File: config.mk
export PLATFORM = sky130hd
export DESIGN_NAME = fp_addsub_seq_flat
export DESIGN_NICKNAME = d
export VERILOG_FILES = /design/src/rtl/fp_addsub_seq_if.sv /design/src/rtl/fp_addsub_seq.sv /design/src/flat_wrapper.sv
export SDC_FILE = /design/constraint.sdc
export NUM_CORES = 1
export LEC_CHECK = 0
export ABC_AREA = 0
export CORE_UTILIZATION = 65
export DETAILED_ROUTE_END_ITERATION = 6
export MAX_ROUTING_LAYER = met4
export PLACE_DENSITY = 0.86
export SYNTH_ARGS = -nofsm -noshare
export SYNTH_HDL_FRONTEND = slang
export SYNTH_SLANG_ARGS = --single-unit
File: constraint.sdc
create_clock -name CLK -period 13.5 [get_ports CLK]
set_input_delay 2.025 -clock CLK [delete_from_list [all_inputs] [get_ports CLK]]
set_output_delay 2.025 -clock CLK [all_outputs]
set_load 0.1 [all_outputs]
File: src/rtl/fp_addsub_seq_if.sv
// Request/result handshake bundle between the FPU op dispatcher, the add/sub engine
// and the writeback arbiter.
interface fp_addsub_seq_if #(
  parameter int EXP_W = 8,
  parameter int MAN_W = 23
);
  localparam int W = 1 + EXP_W + MAN_W;

  logic [W-1:0] Datain1;
  logic [W-1:0] Datain2;
  logic         Op;
  logic [1:0]   Rmode;
  logic         Data_valid;
  logic         Data_ready;
  logic [W-1:0] Dataout;
  logic         Dataout_valid;
  logic         Dataout_ready;
  logic [3:0]   Exc;

  modport master (output Datain1, Datain2, Op, Rmode, Data_valid, Dataout_ready,
                  input  Data_ready, Dataout, Dataout_valid, Exc);
  modport slave  (input  Datain1, Datain2, Op, Rmode, Data_valid, Dataout_ready,
                  output Data_ready, Dataout, Dataout_valid, Exc);
endinterface

File: src/rtl/fp_addsub_seq.sv
// Multi-cycle IEEE-754 add/subtract: IDLE -> ALIGN -> ADD -> NORM -> ROUND -> OUT,
// with G/R/S sticky rounding in four modes and valid/ready on both sides.
module fp_addsub_seq #(
  parameter int EXP_W = 8,
  parameter int MAN_W = 23,
  parameter bit FTZ   = 1'b0
) (
  input logic            CLK,
  input logic            RSTn,
  fp_addsub_seq_if.slave io
);
  localparam int W  = 1 + EXP_W + MAN_W;
  localparam int M  = MAN_W + 1;     // significand incl. hidden bit
  localparam int X  = M + 3;         // significand + G/R/S
  localparam int EW = EXP_W + 1;     // exponent with headroom for overflow

  localparam logic [EXP_W-1:0] EMAX = '1;
  localparam logic [W-1:0] QNAN = {1'b0, {EXP_W{1'b1}}, 1'b1, {(MAN_W-1){1'b0}}};
  localparam logic [1:0] RNE = 2'b00, RTZ = 2'b01, RUP = 2'b10, RDN = 2'b11;

  typedef enum logic [2:0] {S_IDLE, S_ALIGN, S_ADD, S_NORM, S_ROUND, S_OUT} state_t;
  state_t state;

  logic [W-1:0]  a_q, b_q, spec_res_q;
  logic [1:0]    rm_q;
  logic          sgn_q, sub_q, spec_q, spec_inv_q;
  logic [EW-1:0] exp_q;
  logic [X-1:0]  ma_q, mb_q, nrm_q;
  logic [X:0]    sum_q;

  // ---------------- ALIGN: unpack, order by magnitude, align ----------------
  logic             sa, sb, sl, ss, nan_a, nan_b, inf_a, inf_b, swap;
  logic [EXP_W-1:0] ea, eb, el, es, exl, exs, diff, sh;
  logic [MAN_W-1:0] fa, fb, fa_e, fb_e, fl, fs;
  logic [M-1:0]     sig_l, sig_s;
  logic [X-1:0]     mb_al, lost;
  logic             spec_d, inv_d;
  logic [W-1:0]     spec_res_d;

  assign {sa, ea, fa} = a_q;
  assign {sb, eb, fb} = b_q;

  always_comb begin
    fa_e  = (FTZ && ea == '0) ? '0 : fa;
    fb_e  = (FTZ && eb == '0) ? '0 : fb;
    nan_a = (ea == EMAX) && (fa != '0);
    nan_b = (eb == EMAX) && (fb != '0);
    inf_a = (ea == EMAX) && (fa == '0);
    inf_b = (eb == EMAX) && (fb == '0);
    swap  = {eb, fb_e} > {ea, fa_e};
    sl    = swap ? sb : sa;
    ss    = swap ? sa : sb;
    el    = swap ? eb : ea;
    es    = swap ? ea : eb;
    fl    = swap ? fb_e : fa_e;
    fs    = swap ? fa_e : fb_e;
    sig_l = {el != '0, fl};
    sig_s = {es != '0, fs};
    // subnormals sit at the same scale as exponent 1
    exl   = (el == '0) ? EXP_W'(1) : el;
    exs   = (es == '0) ? EXP_W'(1) : es;
    diff  = exl - exs;
    sh    = (diff > EXP_W'(X-1)) ? EXP_W'(X-1) : diff;
    {mb_al, lost} = {sig_s, 3'b000, {X{1'b0}}} >> sh;
    mb_al[0] = mb_al[0] | (|lost);

    spec_d = nan_a | nan_b | inf_a | inf_b;
    inv_d  = (nan_a && !fa[MAN_W-1]) || (nan_b && !fb[MAN_W-1]) ||
             (inf_a && inf_b && (sa ^ sb));
    if (nan_a || nan_b || (inf_a && inf_b && (sa ^ sb))) spec_res_d = QNAN;
    else if (inf_a) spec_res_d = {sa, EMAX, {MAN_W{1'b0}}};
    else            spec_res_d = {sb, EMAX, {MAN_W{1'b0}}};
  end

  // ---------------- ADD ----------------
  logic [X:0] sum_d;
  assign sum_d = sub_q ? ({1'b0, ma_q} - {1'b0, mb_q}) : ({1'b0, ma_q} + {1'b0, mb_q});

  // ---------------- NORM ----------------
  logic [EW-1:0] lz, lim, nsh, nexp_d;
  logic [X-1:0]  nrm_d;

  always_comb begin
    lz = EW'(X);
    for (int i = 0; i < X; i++) if (sum_q[i]) lz = EW'(X-1-i);
    lim = exp_q - EW'(1);
    nsh = (lz < lim) ? lz : lim;
    if (sum_q[X]) begin
      nrm_d  = {sum_q[X:2], sum_q[1] | sum_q[0]};
      nexp_d = exp_q + EW'(1);
    end else begin
      nrm_d  = sum_q[X-1:0] << nsh;
      nexp_d = exp_q - nsh;
    end
  end

  // ---------------- ROUND / pack ----------------
  logic [M-1:0]     mant, mant_f;
  logic [M:0]       mant_r;
  logic             g, r, s, grs, inc, tiny, zsign;
  logic [EW-1:0]    exp_f;
  logic [EXP_W-1:0] exp_enc;
  logic [W-1:0]     res_d;
  logic [3:0]       exc_d;

  always_comb begin
    {mant, g, r, s} = nrm_q;
    grs = g | r | s;
    case (rm_q)
      RNE:     inc = g & (r | s | mant[0]);
      RTZ:     inc = 1'b0;
      RUP:     inc = grs & ~sgn_q;
      default: inc = grs & sgn_q;
    endcase
    mant_r = {1'b0, mant} + {{M{1'b0}}, inc};
    if (mant_r[M]) begin
      mant_f = mant_r[M:1];
      exp_f  = exp_q + EW'(1);
    end else begin
      mant_f = mant_r[M-1:0];
      exp_f  = exp_q;
    end
    tiny    = ~mant_f[M-1];
    exp_enc = tiny ? '0 : exp_f[EXP_W-1:0];
    zsign   = sub_q ? (rm_q == RDN) : sgn_q;
    res_d   = {sgn_q, exp_enc, mant_f[MAN_W-1:0]};
    exc_d   = {2'b00, tiny & grs, grs};
    if (mant_f == '0) begin
      res_d = {zsign, {(W-1){1'b0}}};
    end else if (exp_f >= {1'b0, EMAX}) begin
      exc_d = 4'b0101;
      if (rm_q == RNE || (rm_q == RUP && !sgn_q) || (rm_q == RDN && sgn_q))
        res_d = {sgn_q, EMAX, {MAN_W{1'b0}}};
      else
        res_d = {sgn_q, {(EXP_W-1){1'b1}}, 1'b0, {MAN_W{1'b1}}};
    end else if (FTZ && tiny) begin
      res_d = {sgn_q, {(W-1){1'b0}}};
    end
    if (spec_q) begin
      res_d = spec_res_q;
      exc_d = {spec_inv_q, 3'b000};
    end
  end

  // ---------------- control ----------------
  always_ff @(posedge CLK or negedge RSTn) begin
    if (!RSTn) begin
      state            <= S_IDLE;
      io.Data_ready    <= 1'b1;
      io.Dataout       <= '0;
      io.Dataout_valid <= 1'b0;
      io.Exc           <= '0;
      a_q <= '0; b_q <= '0; rm_q <= '0;
      sgn_q <= 1'b0; sub_q <= 1'b0; spec_q <= 1'b0; spec_inv_q <= 1'b0;
      spec_res_q <= '0; exp_q <= '0; ma_q <= '0; mb_q <= '0; sum_q <= '0; nrm_q <= '0;
    end else begin
      case (state)
        S_IDLE: if (io.Data_valid) begin
          a_q           <= io.Datain1;
          b_q           <= {io.Datain2[W-1] ^ io.Op, io.Datain2[W-2:0]};
          rm_q          <= io.Rmode;
          io.Data_ready <= 1'b0;
          state         <= S_ALIGN;
        end
        S_ALIGN: begin
          sgn_q      <= sl;
          sub_q      <= sl ^ ss;
          exp_q      <= {1'b0, exl};
          ma_q       <= {sig_l, 3'b000};
          mb_q       <= mb_al;
          spec_q     <= spec_d;
          spec_inv_q <= inv_d;
          spec_res_q <= spec_res_d;
          state      <= S_ADD;
        end
        S_ADD: begin
          sum_q <= sum_d;
          state <= S_NORM;
        end
        S_NORM: begin
          nrm_q <= nrm_d;
          exp_q <= nexp_d;
          state <= S_ROUND;
        end
        S_ROUND: begin
          io.Dataout <= res_d;
          io.Exc     <= exc_d;
          state      <= S_OUT;
        end
        S_OUT: begin
          // valid rises one cycle after the result lands, then holds until taken
          if (!io.Dataout_valid) io.Dataout_valid <= 1'b1;
          else if (io.Dataout_ready) begin
            io.Dataout_valid <= 1'b0;
            io.Data_ready    <= 1'b1;
            state            <= S_IDLE;
          end
        end
        default: state <= S_IDLE;
      endcase
    end
  end

endmodule

File: src/flat_wrapper.sv
// flat-port wrapper written by rule: the top's interface ports become plain ports
module fp_addsub_seq_flat 
#(
  parameter int EXP_W = 8,
  parameter int MAN_W = 23,
  parameter bit FTZ   = 1'b0
)
  (CLK, RSTn, io_Datain1, io_Datain2, io_Op, io_Rmode, io_Data_valid, io_Dataout_ready, io_Data_ready, io_Dataout, io_Dataout_valid, io_Exc);
  fp_addsub_seq_if #(.EXP_W(EXP_W), .MAN_W(MAN_W)) io_i ();
  input logic CLK;
  input logic RSTn;
  input wire logic [$bits(io_i.Datain1)-1:0] io_Datain1;
  input wire logic [$bits(io_i.Datain2)-1:0] io_Datain2;
  input wire logic [$bits(io_i.Op)-1:0] io_Op;
  input wire logic [$bits(io_i.Rmode)-1:0] io_Rmode;
  input wire logic [$bits(io_i.Data_valid)-1:0] io_Data_valid;
  input wire logic [$bits(io_i.Dataout_ready)-1:0] io_Dataout_ready;
  output wire logic [$bits(io_i.Data_ready)-1:0] io_Data_ready;
  output wire logic [$bits(io_i.Dataout)-1:0] io_Dataout;
  output wire logic [$bits(io_i.Dataout_valid)-1:0] io_Dataout_valid;
  output wire logic [$bits(io_i.Exc)-1:0] io_Exc;
  assign io_i.Datain1 = io_Datain1;
  assign io_i.Datain2 = io_Datain2;
  assign io_i.Op = io_Op;
  assign io_i.Rmode = io_Rmode;
  assign io_i.Data_valid = io_Data_valid;
  assign io_i.Dataout_ready = io_Dataout_ready;
  assign io_Data_ready = io_i.Data_ready;
  assign io_Dataout = io_i.Dataout;
  assign io_Dataout_valid = io_i.Dataout_valid;
  assign io_Exc = io_i.Exc;
  fp_addsub_seq #(.EXP_W(EXP_W), .MAN_W(MAN_W), .FTZ(FTZ)) u_core (.CLK(CLK), .RSTn(RSTn), .io(io_i));
endmodule
==> impl_metrics.json <==
{
  "met3_usage_pct": 4.991,
  "ys_warn_count": 0,
  "overflow": 0,
  "end_kind": "register",
  "synth_nets": 2534,
  "track_usage_pct": 40.61,
  "seq_area_frac_synth_pct": 30.25,
  "tns_ns": 0,
  "holdWs_ns": 0.4661,
  "cts_setup_buffers": 0,
  "avgViaCountPerCell": 6.731,
  "antennaDiodeCount": 0,
  "final_common_cell": "nand2_1",
  "nets": 2534,
  "hp-class": "reg2reg",
  "wl_per_cell_um": 21.44,
  "yosys-top-cells-area": "dfrtp_1, ha_1, mux2i_1, o21ai_0, nand2_1",
  "regArea_mm2": 0.005732,
  "drt_iter0_drc": 2159,
  "tritoncts": "yes",
  "globalplace.congestion": 1.055,
  "placed_area_mm2": 0.02010,
  "synthArstFlopShare_pct": 100.0,
  "fin_crit_sh_pct": 64.79,
  "netlist_area_mm2": 0.01895,
  "cts_resized": 0,
  "cts_sinks": 229,
  "cp_max_fo": 25,
  "start_util_pct": 66.02,
  "syn_area_per_cell_um2": 8.033,
  "std_cell_rows": 62,
  "arrival_ns": 9.20,
  "firstDrtPassIters": 7,
  "tightest_slew_ns": 1.137,
  "die_y_um": 172.7,
  "portBuffers": 108,
  "drv_cap": 0,
  "cts_hold_buf": 0,
  "die-area_mm2": 0.02984,
  "grt_pass1_vias": 17860,
  "status": "complete, no violations",
  "layout_min_cycle_time_ns": 8.747,
  "clkSlewWorstSetupHoldPaths_ns": 0.06,
  "synthCells": 2359,
  "area_growth_pct": 10.68,
  "hold_violations": 0,
  "numCtsBuffers": 27,
  "routed_wl_um": 59210,
  "io_pins": 109,
  "globalRoute.busiestLayer": "met2",
  "synth_edf_count": 0,
  "clk_root_buffer_cell": "clkbuf_16",
  "rsz0062_at_grt": "no",
  "clock_latency_ns": 0.54,
  "finalSetupViolations": 0,
  "synth_cell_types": 94,
  "vias": 18580,
  "final_area_mm2": 0.02097,
  "final_util_pct": 73.07,
  "yosys.area.top_type": "dfrtp_1",
  "fillers": 2225,
  "fin_worst_skew_ns": 0.01265,
  "die_x_um": 172.7,
  "drv_slew": 0,
  "slew-limit-headroom_pct": 24.22,
  "drive_above_1_share_pct": 7.488,
  "cp-start-kind": "register",
  "ys.flop_type": "dfrtp_1",
  "ys_seq_elements": 229,
  "final_cell_mix": "nand2_1, o21ai_0, dfrtp_1",
  "multi_input_area_mm2": 0.01217,
  "met1_usage_pct": 51.57,
  "met2_usage_pct": 64.57,
  "grt_max_degree": 104,
  "grt_pass1_wl_um": 95810,
  "hpwl_um": 44030,
  "htree_levels": 1,
  "core_area_mm2": 0.02870,
  "crit_type": "reg2reg",
  "postRouteAntennaNets": 0,
  "maxClockFrequency_mhz": 114.3,
  "synthDominantCellAreaShare_pct": 30.11,
  "remaining_drc_errors": 0,
  "cts_max_path_buffers": 3,
  "antenna_found_initial": 0,
  "cp.required_ns": 13.95
}
## sequential cells by signal, summed over array words and instances, names as in the netlist, 2 cells and up
register / flops
u_core.ma_q: 24
u_core.io.Dataout: 32
u_core.rm_q: 2
u_core.a_q: 32
u_core.sum_q: 28
u_core.mb_q: 27
u_core.b_q: 32
u_core.state: 3
u_core.exp_q: 9
u_core.spec_res_q: 3
u_core.io.Exc: 4
u_core.nrm_q: 27
## final cells by class
| cell class | count | area share, % |
|---|---|---|
| clock buffers | 36 | 3.717 |
| clock inverters | 11 | 0.4355 |
| inverters | 119 | 2.130 |
| multi-input cells | 1849 | 58.03 |
| flip-flops and latches | 229 | 27.33 |
| well taps | 384 | 2.291 |
| repair buffers | 133 | 6.073 |
## cells in the mapped netlist (6+ instances only)
| cell | n |
|---|---|
| a211o_1 | 10 |
| a211oi_1 | 20 |
| a21o_1 | 25 |
| a21oi_1 | 144 |
| a221oi_1 | 13 |
| a22o_1 | 12 |
| a22oi_1 | 13 |
| a31oi_1 | 23 |
| a32o_1 | 9 |
| and2_1 | 11 |
| and3_1 | 24 |
| buf_1 | 8 |
| buf_2 | 23 |
| clkbuf_1 | 126 |
| dfrtp_1 | 228 |
| ha_1 | 101 |
| inv_1 | 114 |
| mux2_2 | 65 |
| mux2i_1 | 119 |
| nand2_1 | 291 |
| nand2b_1 | 26 |
| nand3_1 | 88 |
| nand4_1 | 23 |
| nor2_1 | 177 |
| nor2b_1 | 12 |
| nor3_1 | 63 |
| nor3b_1 | 7 |
| nor4_1 | 28 |
| o211ai_1 | 29 |
| o21a_1 | 14 |
| o21ai_0 | 233 |
| o21bai_1 | 6 |
| o22ai_1 | 18 |
| o31ai_1 | 38 |
| or3_1 | 12 |
| or4_1 | 8 |
| xnor2_1 | 35 |
| xor2_1 | 27 |
## critical path, cell delays in order, from the launching register on
cell      delay [ns]
dfrtp_1         0.51
inv_1           0.16
ha_1            0.34
a21o_1          0.20
a31oi_1         0.13
o211ai_1        0.21
a211o_1         0.31
o211ai_4        0.61
mux2_2          0.45
or4_1           0.53
nor4_1          0.27
nor2b_1         0.14
ha_1            0.23
inv_1           0.07
fa_1            0.23
xor2_1          0.67
a21oi_1         0.16
o32ai_2         0.58
or4_1           0.90
nor2_1          0.42
a22o_1          0.33
a221oi_1        0.30
o221ai_1        0.21
nand4b_1        0.15
o21ai_0         0.09
a31o_2          0.25
a32oi_1         0.18
## cell families after synthesis
group / synth area share [%]
AOI/OAI and AO/OA: 23.26
adders and majority gates: 6.986
xor gates and xnor gates: 2.951
DFF: 30.25
and+or+nand+nor: 19.71
muxes: 11.01
buffers and inverters: 5.837
## routing by layer
layer / wire length, µm / vias to the layer above / share of wire, %
met5: 0 / - / 0
met4: 3038 / 0 / 5.1
met3: 3819 / 191 / 6.5
met2: 27940 / 891 / 47
met1: 24410 / 8951 / 41
li1: - / 8550 / -
## final timing paths
kind,startpoint,end,slack [ns],cells after the start
worst max-delay path,u_core.a_q[22],u_core.mb_q[0],4.75,26
min in group asynchronous,RSTn,u_core.sum_q[13],1.48,1
worst min-delay path,u_core.spec_res_q[30],u_core.spec_res_q[30],0.47,1
max in group asynchronous,RSTn,u_core.a_q[16],9.81,3
worst max register to register,u_core.a_q[22],u_core.mb_q[0],4.75,26
worst min register to register,u_core.spec_res_q[30],u_core.spec_res_q[30],0.47,1
## through the flow
| step | instances | worst slack (ns) |
|---|---|---|
| 2_1_floorplan | 2359 | 6.380 |
| 6_report | 2761 | 4.753 |
| 3_3_place_gp | 2714 | 5.217 |
| 3_5_place_dp | 2714 | 4.987 |
| 5_1_grt | 2761 | 4.196 |
| 4_1_cts | 2761 | 4.956 |
Power is not shown: default switching activity piles up to over one toggle a cycle in this logic, so the estimate is an artifact.
